### src/rtl/vdac_pkg.sv
// Shared definitions for the composite-video DAC output stage.
// Contents: mode encodings, register map, CTRL field positions, side-band
// pipeline payload, and the dither LFSR seed/taps with its step function.
package vdac_pkg;

    // Source selection for pipeline stage 1
    typedef enum logic [1:0] {
        MODE_PASS  = 2'd0,
        MODE_RAMP  = 2'd1,
        MODE_LEVEL = 2'd2,
        MODE_MUTE  = 2'd3
    } vdac_mode_e;

    // Host register map
    typedef enum logic [1:0] {
        REG_CTRL     = 2'd0,
        REG_LEVEL    = 2'd1,
        REG_OFFSET   = 2'd2,
        REG_UNDERRUN = 2'd3
    } vdac_reg_e;

    localparam int unsigned CTRL_EN_BIT   = 0;
    localparam int unsigned CTRL_MODE_LSB = 1;
    localparam int unsigned CTRL_MODE_MSB = 2;

    // CTRL register contents; packed order matches the bit positions above
    typedef struct packed {
        vdac_mode_e mode;
        logic       en;
    } vdac_ctrl_t;

    // Control flags travelling down the pipeline alongside the sample
    typedef struct packed {
        logic en;
        logic sync;
        logic mute;
    } vdac_side_t;

    // Galois LFSR, taps 16,14,13,11 (right-shifting form)
    localparam logic [15:0] LFSR_SEED = 16'hACE1;
    localparam logic [15:0] LFSR_TAPS = 16'hB400;

    function automatic logic [15:0] lfsr_next(input logic [15:0] s);
        return {1'b0, s[15:1]} ^ (s[0] ? LFSR_TAPS : 16'h0000);
    endfunction

endpackage

### src/rtl/vdac_lfsr.sv
// Dither source: free-running 16-bit Galois LFSR, advances every clock.
// Only compiled when VDAC_DITHER_EN is defined.
// Ports:
//   clk   - pixel/DAC clock
//   reset - synchronous active-high reset, reloads LFSR_SEED
//   lfsr  - current LFSR state
`ifdef VDAC_DITHER_EN
module vdac_lfsr
    import vdac_pkg::*;
(
    input  logic        clk,
    input  logic        reset,
    output logic [15:0] lfsr
);

    always_ff @(posedge clk) begin
        if (reset) begin
            lfsr <= LFSR_SEED;
        end else begin
            lfsr <= lfsr_next(lfsr);
        end
    end

endmodule
`endif

### src/rtl/vdac_out_ctrl.sv
// Composite-video DAC output stage: source mux, signed offset with
// saturation, width reduction, sync/enable overrides and underrun counter.
// Fixed 3-cycle latency from sample_in to dac_out.
// Optional dither (macro VDAC_DITHER_EN): LFSR noise added before truncation.
// Ports:
//   clk          - pixel/DAC clock
//   reset        - synchronous active-high reset
//   sample_in    - composite sample from the video generator
//   sample_valid - sample_in valid this cycle
//   sync_active  - generator is in a sync interval
//   sel_ctl, we, addr, din - host control bus (write when sel_ctl && we)
//   ctl_dout     - combinational read data, 0 when sel_ctl=0
//   dac_out      - registered DAC code
//   dac_oe       - registered output enable
module vdac_out_ctrl
    import vdac_pkg::*;
#(
    parameter int unsigned              IN_WIDTH    = 8,
    parameter int unsigned              DAC_WIDTH   = 4,
    parameter logic [DAC_WIDTH-1:0]     SYNC_LEVEL  = '0,
    parameter logic [DAC_WIDTH-1:0]     BLANK_LEVEL = DAC_WIDTH'(5)
) (
    input  logic                 clk,
    input  logic                 reset,
    input  logic [IN_WIDTH-1:0]  sample_in,
    input  logic                 sample_valid,
    input  logic                 sync_active,
    input  logic                 sel_ctl,
    input  logic                 we,
    input  logic [1:0]           addr,
    input  logic [7:0]           din,
    output logic [7:0]           ctl_dout,
    output logic [DAC_WIDTH-1:0] dac_out,
    output logic                 dac_oe
);

    localparam int unsigned DROP_W = IN_WIDTH - DAC_WIDTH;
    // Wide enough for the unsigned sample plus a sign-extended 8-bit offset
    localparam int unsigned SUM_W  = ((IN_WIDTH > 8) ? IN_WIDTH : 8) + 2;
    localparam logic [IN_WIDTH-1:0] BLANK_ALIGNED = IN_WIDTH'(BLANK_LEVEL) << DROP_W;

    vdac_ctrl_t          ctrl_q;
    logic [7:0]          level_q;
    logic [7:0]          offset_q;
    logic [7:0]          underrun_q;
    logic [IN_WIDTH-1:0] ramp_q;

    logic [IN_WIDTH-1:0] s1_d, s1_q;
    logic [IN_WIDTH-1:0] s2_d, s2_q;
    logic [SUM_W-1:0]    s2_sum;
    logic [IN_WIDTH-1:0] s3_full;
    logic [DAC_WIDTH-1:0] s3_code;
    vdac_side_t          side_s1, side_s2;

    logic wr_en;
    logic ur_event;
    logic ur_clear;

    assign wr_en    = sel_ctl && we;
    assign ur_clear = wr_en && (vdac_reg_e'(addr) == REG_UNDERRUN);
    assign ur_event = ctrl_q.en && (ctrl_q.mode == MODE_PASS) && !sample_valid && !sync_active;

    // Host register writes
    always_ff @(posedge clk) begin
        if (reset) begin
            ctrl_q   <= '0;
            level_q  <= '0;
            offset_q <= '0;
        end else if (wr_en) begin
            case (vdac_reg_e'(addr))
                REG_CTRL: begin
                    ctrl_q.en   <= din[CTRL_EN_BIT];
                    ctrl_q.mode <= vdac_mode_e'(din[CTRL_MODE_MSB:CTRL_MODE_LSB]);
                end
                REG_LEVEL:  level_q  <= din;
                REG_OFFSET: offset_q <= din;
                default: ;
            endcase
        end
    end

    // Saturating underrun counter; a clear write wins over a same-cycle event
    always_ff @(posedge clk) begin
        if (reset || ur_clear) begin
            underrun_q <= '0;
        end else if (ur_event && (underrun_q != 8'hFF)) begin
            underrun_q <= underrun_q + 8'd1;
        end
    end

    // Ramp runs whenever enabled, independent of the selected mode
    always_ff @(posedge clk) begin
        if (reset) begin
            ramp_q <= '0;
        end else if (ctrl_q.en) begin
            ramp_q <= ramp_q + IN_WIDTH'(1);
        end
    end

    // Host read mux
    always_comb begin
        ctl_dout = '0;
        if (sel_ctl) begin
            case (vdac_reg_e'(addr))
                REG_CTRL:     ctl_dout = {5'b0, ctrl_q};
                REG_LEVEL:    ctl_dout = level_q;
                REG_OFFSET:   ctl_dout = offset_q;
                REG_UNDERRUN: ctl_dout = underrun_q;
                default:      ctl_dout = '0;
            endcase
        end
    end

    // S1 source select
    always_comb begin
        s1_d = '0;
        case (ctrl_q.mode)
            MODE_PASS:  s1_d = sample_valid ? sample_in : BLANK_ALIGNED;
            MODE_RAMP:  s1_d = ramp_q;
            MODE_LEVEL: s1_d = IN_WIDTH'(level_q);
            default:    s1_d = '0;
        endcase
    end

    // S2 signed offset, clamped to [0, full-scale]
    always_comb begin
        s2_sum = {{(SUM_W-IN_WIDTH){1'b0}}, s1_q} + {{(SUM_W-8){offset_q[7]}}, offset_q};
        if (s2_sum[SUM_W-1]) begin
            s2_d = '0;
        end else if (|s2_sum[SUM_W-2:IN_WIDTH]) begin
            s2_d = '1;
        end else begin
            s2_d = s2_sum[IN_WIDTH-1:0];
        end
    end

`ifdef VDAC_DITHER_EN
    localparam int unsigned DITH_W    = IN_WIDTH + 1;
    localparam logic [15:0] DITH_MASK = 16'((33'd1 << DROP_W) - 33'd1);

    logic [15:0]       lfsr;
    logic [DITH_W-1:0] dith_sum;

    vdac_lfsr u_lfsr (
        .clk   (clk),
        .reset (reset),
        .lfsr  (lfsr)
    );

    // Dither below the retained bits, saturating at full-scale
    always_comb begin
        dith_sum = {1'b0, s2_q} + DITH_W'(lfsr & DITH_MASK);
        s3_full  = dith_sum[IN_WIDTH] ? '1 : dith_sum[IN_WIDTH-1:0];
    end
`else
    assign s3_full = s2_q;
`endif

    assign s3_code = s3_full[IN_WIDTH-1 -: DAC_WIDTH];

    // Pipeline stages; reset clears every stage in the same cycle
    always_ff @(posedge clk) begin
        if (reset) begin
            s1_q    <= '0;
            s2_q    <= '0;
            side_s1 <= '0;
            side_s2 <= '0;
            dac_out <= '0;
            dac_oe  <= 1'b0;
        end else begin
            s1_q         <= s1_d;
            side_s1.en   <= ctrl_q.en;
            side_s1.sync <= sync_active;
            side_s1.mute <= (ctrl_q.mode == MODE_MUTE);
            s2_q         <= s2_d;
            side_s2      <= side_s1;
            dac_oe       <= side_s2.en;
            if (!side_s2.en) begin
                dac_out <= '0;
            end else if (side_s2.sync && !side_s2.mute) begin
                dac_out <= SYNC_LEVEL;
            end else begin
                dac_out <= s3_code;
            end
        end
    end

endmodule

### config.mk
export PLATFORM = sky130hd
export DESIGN_NAME = vdac_out_ctrl
export DESIGN_NICKNAME = d
export VERILOG_FILES = /design/src/rtl/vdac_pkg.sv /design/src/rtl/vdac_lfsr.sv /design/src/rtl/vdac_out_ctrl.sv
export SDC_FILE = /design/constraint.sdc
export NUM_CORES = 1
export LEC_CHECK = 0
export CAP_MARGIN = 20
export CORE_UTILIZATION = 45
export CTS_CLUSTER_SIZE = 10
export DETAILED_ROUTE_END_ITERATION = 16
export GPL_ROUTABILITY_DRIVEN = 0
export GPL_TIMING_DRIVEN = 0
export PLACE_DENSITY = 0.67
export SYNTH_ARGS = -nofsm -noshare
export SYNTH_HDL_FRONTEND = slang
export SYNTH_SLANG_ARGS = --single-unit
### constraint.sdc
create_clock -name clk -period 4.45 [get_ports clk]
set_input_delay 0.445 -clock clk [delete_from_list [all_inputs] [get_ports clk]]
set_output_delay 0.445 -clock clk [all_outputs]
set_load 0.03 [all_outputs]
==> results.txt, run 1 <==
outcome = finished, final reports clean
worst vdd ir = 218 uV
worst path cell trace = clkdlybuf4s50_1 -> clkbuf_1 -> mux4_2 -> and2_1 -> clkdlybuf4s50_1
CP Launch Type = input pin
Port Buffer Count = 35
pwr/cell area = 322 mW/mm2
Top cell by count, worst path = clkdlybuf4s50_1
CTS tree = done
count leader, synth = dfxtp_1
worst hold start = s2_q[7]
Synth Register Bits = 58
Hold Fails Final Rpt = 0
Hold Crit Class = flop to flop
Slew HR = 0.327
clock tree sinks = 58
reg-to-reg setup timing slack = 2.22 ns
CTS Hold Bufs = 0
CTS buffer count = 9
cell taking the most area after synthesis = dfxtp_1
Post-DRT Antenna Nets = 0
WP data arrival = 2.78 ns
WL final = 6510 um
Slowest-stage cell, CP = clkdlybuf4s50_1
Min-Delay Endpoint = dac_out[3]
post_cts resized = 0
post-route setup TNS = 0 ns
ys flop type = dfxtp_1
# IOs = 37
reg2reg start = offset_q[5]
detailed router's first-iteration violation count = 250
Worst setup EP type = output port
Area Overhead vs Synth = 23.1%
reg-to-reg endpoint = s2_q[6]
CP peak stage delay = 0.60 ns
worst reg-to-reg path cell count = 7
Wirelength per Cell = 14.7 um
Hold Slack = 0.428 ns
cell count along the critical path = 5
final worst-path cycle share = 0.724
top layer in use = met4
Post-synth EDFFs = 0
DR WL met3 = 388 um
RSZ-0062 raised after global routing = false
Clock Tree Root = clkbuf_8
initial antenna violation count = 0
setup violators final = 0
Final nets = 397
first drt pass iteration count = 4
first-pass GRT wire length = 10,500 um
half-perimeter wire length after placement = 4850 um
async set-reset flop share out of synthesis = 0
clk_skew = 0.00719 ns
top cells by count, synth = dfxtp_1 (58), nand2_1 (43), a21oi_1 (33), nor2_1 (32)
largest net degree at the start of global routing = 11
Power Total = 1.10 mW
post-CTS setup buffers = 0
fmax = 0.310 GHz
die area = 0.00646 mm2
core area = 0.00592 mm2
Tmin final = 3.22 ns
Synthesis Warnings = 0
routed vias = 2,368
die width = 80.4 um
Slew Limit Fails = 0
Synth Area per Inst = 8.71 um2
Reg clk slew, reported paths = 0.06 ns
M1 WL = 2960 um
crit path kind = input pin to output port
LEAKAGE = 1.25 nW
Syn Nets = 351
total inserted antenna cells = 0
layout cells sized above 1 = 0.0790
Total GRT Usage = 0.219
Worst Hold Depth = 1
Die Span Y = 80.4 um
Gate Count Post-Synth = 317
Worst EP required = 4.01 ns
Final Util = 0.574
worst path bufs/invs = 3
maxcap violations = 0
clk_lat worst skew = 0.33 ns
Post-Syn Area = 0.00276 mm2
vias in the first global route = 2,120
H-tree Lvls = 3
clk buf depth = 2
sequential area share after synthesis = 0.420
row count = 28
Initial Utilization = 0.467
GR Overflow Total = 0
worst slew pin tran = 1.01 ns
DRC violation count after routing = 0
Crit path max-delay family = buffers and inverters
post-synth top area share = 0.420
Vias per Instance = 5.36
crit-path max FO = 10
largest cells by area after synthesis = dfxtp_1 (42%), a21oi_1 (6.0%), nand2_1 (5.8%), ha_1 (4.5%), nor2_1 (4.3%)
met2 routed WL = 3130 um
post-synth cell types = 47
[final cells by class]
class	count	area, um2
buffer	15	57.6
clock buffer	10	138
sequential	58	1160
timing repair buffer	35	350
fill	554	2520
clock inverter	5	55.1
inverter	9	33.8
tap	75	93.8
multi-input combinational	235	1510
[through the flow]
| step | worst slack, ns | instance area [um2] | cells |
|---|---|---|---|
| finish | 1.23 | 3400 | 442 |
| global route | 1.13 | 3400 | 442 |
| CTS | 1.22 | 3400 | 442 |
| detailed placement | 1.22 | 3210 | 427 |
| global placement | 1.22 | 3210 | 427 |
| floorplan | 2.40 | 2760 | 317 |
[cells in the final DEF, fill, tap and decap left out, types with 2 or more instances in the layout]
master and count:
nand2_1 43, a22oi_1 11, mux2_2 5, mux4_2 3
ha_1 10, o221ai_1 2, clkdlybuf4s50_1 35, xor2_1 3
clkinvlp_4 2, clkinv_2 2, nor2_1 32, nand3_1 6
o21ai_0 7, xnor2_1 9, nor3_1 6, clkbuf_8 10
inv_1 9, a21oi_1 33, clkbuf_1 13, nor4_1 2
dfxtp_1 58, or3_1 4, and2_1 7, o21a_1 4
nand4_1 4, o211ai_1 2, mux2i_1 5, and3_1 4
nor2b_1 13
[state kept, by name (all words and copies together), names as in the netlist]
signal	count
side_s1	3
underrun_q	8
offset_q	8
dac_out	4
ramp_q	8
s2_q	4
level_q	8
side_s2	3
dac_oe	1
s1_q	8
ctrl_q	3
[power by group]
part           switching, mW  internal [mW]  total (mW)
combinational         0.0489         0.0416      0.0905
clock                  0.201          0.268       0.469
sequential           0.00593          0.530       0.536
total                  0.255          0.840        1.10
[worst max path at each step]
| stage | startpoint | end | slack, ns |
|---|---|---|---|
| 4_1_cts | addr[0] | ctl_dout[2] | 1.22 |
| 6_report | addr[0] | ctl_dout[2] | 1.23 |
| 3_5_place_dp | addr[0] | ctl_dout[2] | 1.22 |
| 5_1_grt | addr[0] | ctl_dout[2] | 1.13 |
| 2_1_floorplan | offset_q[3] | s2_q[6] | 2.40 |
| 3_3_place_gp | addr[0] | ctl_dout[2] | 1.22 |
[routing by layer]
metal  vias up  track usage
li1       1210            -
met4         0       0.0607
met2        70        0.358
met1      1086        0.279
met5         -            0
met3         2       0.0614
[kinds of logic after synthesis]
logic type,Yosys count,synth area share
AO/OA/AOI/OAI,73,0.182
XOR/XNOR,12,0.0380
flip-flops,58,0.420
AND/OR/NAND/NOR,127,0.219
adder cells (fa/ha/maj),10,0.0453
multiplexers,13,0.0630
buffers and inverters,24,0.0331
Power figures use the tool's default switching activity.
==> run 2: changes to the inputs <==
--- a/config.mk
+++ b/config.mk
@@ -11,7 +11,7 @@
 export DETAILED_ROUTE_END_ITERATION = 16
 export GPL_ROUTABILITY_DRIVEN = 0
 export GPL_TIMING_DRIVEN = 0
-export PLACE_DENSITY = 0.67
+export PLACE_DENSITY = 0.7
 export SYNTH_ARGS = -nofsm -noshare
 export SYNTH_HDL_FRONTEND = slang
 export SYNTH_SLANG_ARGS = --single-unit
==> constraint.sdc (replaced) <==
create_clock -name clk -period 2.7 [get_ports clk]
set_input_delay 0.27 -clock clk [delete_from_list [all_inputs] [get_ports clk]]
set_output_delay 0.27 -clock clk [all_outputs]
set_load 0.03 [all_outputs]
==> run 2 against run 1 <==
Via count grew 3.5%. Critical path type unchanged. Total power rose by 66%. Setup slack got worse by 1.1 ns. Count of clock-buffer cells in the layout is the same. Clock skew is 0.0020 ns higher. Largest power group unchanged. Core utilization is 0.19 points higher.
==> results.txt, run 2 (same netlist as run 1, synthesis figures left out) <==
Slowest-stage cell, CP = clkdlybuf4s50_1 (unchanged)
worst slew pin tran = 0.982 ns (was 1.01 ns)
setup violators final = 0 (unchanged)
H-tree Lvls = 3 (unchanged)
Wirelength per Cell = 14.8 um (was 14.7 um)
reg2reg start = ctrl_q[0] (was offset_q[5])
Worst EP required = 2.43 ns (was 4.01 ns)
WP data arrival = 2.31 ns (was 2.78 ns)
DRC violation count after routing = 0 (unchanged)
Slew Limit Fails = 0 (unchanged)
worst vdd ir = 384 uV (was 218 uV)
post-CTS setup buffers = 0 (unchanged)
core area = 0.00592 mm2 (unchanged)
placed insts = 427 (unchanged)
die width = 80.4 um (unchanged)
post-route insts no fill = 443 (was 442)
clk_lat worst skew = 0.34 ns (was 0.33 ns)
row count = 28 (unchanged)
Post-DRT Antenna Nets = 0 (unchanged)
CTS buffer count = 9 (unchanged)
largest net degree at the start of global routing = 12 (was 11)
Final nets = 397 (unchanged)
routed vias = 2,450 (was 2,368)
clk buf depth = 2 (unchanged)
Hold Crit Class = input pin to flop (was flop to flop)
clk_skew = 0.00915 ns (was 0.00719 ns)
Clock Tree Root = clkbuf_8 (unchanged)
WL final = 6560 um (was 6510 um)
worst path cell trace = clkdlybuf4s50_1 -> buf_1 -> mux4_2 -> and2_1 -> clkdlybuf4s50_1 (was clkdlybuf4s50_1 -> clkbuf_1 -> mux4_2 -> and2_1 -> clkdlybuf4s50_1)
Hold Fails Final Rpt = 0 (unchanged)
Vias per Instance = 5.53 (was 5.36)
Tmin final = 2.58 ns
commonest non-fill, non-tap cell in the layout = dfxtp_1 (unchanged)
Min-Delay Endpoint = side_s2[0] (was dac_out[3])
CP Launch Type = input pin (unchanged)
Port Buffer Count = 35 (unchanged)
Die Span Y = 80.4 um (unchanged)
Worst setup EP type = output port (unchanged)
first drt pass iteration count = 5 (was 4)
half-perimeter wire length after placement = 4860 um (was 4850 um)
layout cells sized above 1 = 0.0842 (was 0.0790)
outcome = finished, final reports clean (unchanged)
RSZ-0062 raised after global routing = false (unchanged)
GR Overflow Total = 0 (unchanged)
total inserted antenna cells = 0 (unchanged)
Reg clk slew, reported paths = 0.07 ns (was 0.06 ns)
Initial Utilization = 0.467 (unchanged)
Top cell by count, worst path = clkdlybuf4s50_1 (unchanged)
crit path kind = input pin to output port (unchanged)
Worst Hold Depth = 2 (was 1)
clock tree sinks = 58 (unchanged)
Fillers = 542 (was 554)
fmax = 0.387 GHz
Slew HR = 0.344 (was 0.327)
LEAKAGE = 1.27 nW (was 1.25 nW)
CP peak stage delay = 0.58 ns (was 0.60 ns)
vias in the first global route = 2,212 (was 2,120)
die area = 0.00646 mm2 (unchanged)
initial antenna violation count = 0 (unchanged)
worst reg-to-reg path cell count = 5 (was 7)
Area Overhead vs Synth = 23.5% (was 23.1%)
Total GRT Usage = 0.223 (was 0.219)
pwr/cell area = 533 mW/mm2 (was 322 mW/mm2)
CTS tree = done (unchanged)
reg-to-reg endpoint = underrun_q[4] (was s2_q[6])
# IOs = 37 (unchanged)
maxcap violations = 0 (unchanged)
post-route setup TNS = 0 ns (unchanged)
commonest cells after routing, fill and taps aside = dfxtp_1 (58), nand2_1 (43), clkdlybuf4s50_1 (34), a21oi_1 (33), nor2_1 (32) (was dfxtp_1 (58), nand2_1 (43), clkdlybuf4s50_1 (35), a21oi_1 (33), nor2_1 (32))
worst hold start = reset (was s2_q[7])
crit-path max FO = 10 (unchanged)
first-pass GRT wire length = 10,700 um (was 10,500 um)
detailed router's first-iteration violation count = 159 (was 250)
reg-to-reg setup timing slack = 0.48 ns (was 2.22 ns)
final worst-path cycle share = 0.956
[run 2: changes by cell type in the layout (fill, tap and decap cells not counted), sizes merged]
cell / before / now
clkinv: 2 / 3
clkdlybuf4s50: 35 / 34
dlymetal6s2s: 0 / 1
[run 2: worst max path at each step]
stage	from	endpoint	slack (ns)	cells after the start
global placement	addr[0]	ctl_dout[2]	-0.19	5
CTS	addr[0]	ctl_dout[2]	0.009	5
finish	addr[1]	ctl_dout[0]	0.12	5
detailed placement	addr[0]	ctl_dout[2]	-0.18	5
global route	addr[1]	ctl_dout[0]	0.03	5
floorplan	offset_q[3]	s2_q[6]	0.65	6
[run 2: critical path: cells and delay by family]
family | cells | cell delay (ns)
buffers and inverters | 3 | 1.51
multiplexers | 1 | 0.36
AND/OR/NAND/NOR | 1 | 0.16
[run 2: power by group]
part	internal, mW	switching [mW]	total (mW)	leakage (nW)
combinational	0.0694	0.0814	0.151	0.712
clock	0.427	0.357	0.784	0.0925
sequential	0.874	0.00972	0.884	0.471
total	1.37	0.448	1.82	1.27
[run 2: what timing repair did]
action,4_1_cts,5_1_grt
hold buffers,0,0
resized for setup,1,4
endpoints found under the setup margin,6,3
[run 2: area by class of cell]
class / instances / area (um2) / area share
sequential: 58 / 1160 / 0.340
clock buffer: 10 / 128 / 0.0374
inverter: 9 / 33.8 / 0.00990
buffer: 15 / 61.3 / 0.0180
tap: 75 / 93.8 / 0.0275
clock inverter: 6 / 67.6 / 0.0198
timing repair buffer: 35 / 353 / 0.103
multi-input combinational: 235 / 1510 / 0.444
[run 2: layer usage]
layer | wire length (um) | part of all wire | track usage | vias up
met3 | 392 | 0.060 | 0.0580 | 13
met1 | 3020 | 0.46 | 0.281 | 1155
met5 | 0 | 0 | 0 | -
met2 | 3050 | 0.46 | 0.362 | 73
met4 | 101 | 0.015 | 0.0857 | 0
li1 | - | - | - | 1209
[run 2: per-stage QoR]
stage | total power, mW | instance area [um2] | hold WS, ns | utilization | setup slack, ns
floorplan | 0.984 | 2760 | 0.395 | - | 0.649
global placement | 1.05 | 3210 | 0.408 | 0.542 | -0.188
detailed placement | 1.05 | 3210 | 0.414 | 0.542 | -0.177
CTS | 1.82 | 3400 | 0.322 | 0.575 | 0.00881
global route | 1.88 | 3410 | 0.346 | 0.576 | 0.0337
finish | 1.82 | 3410 | 0.319 | 0.576 | 0.118
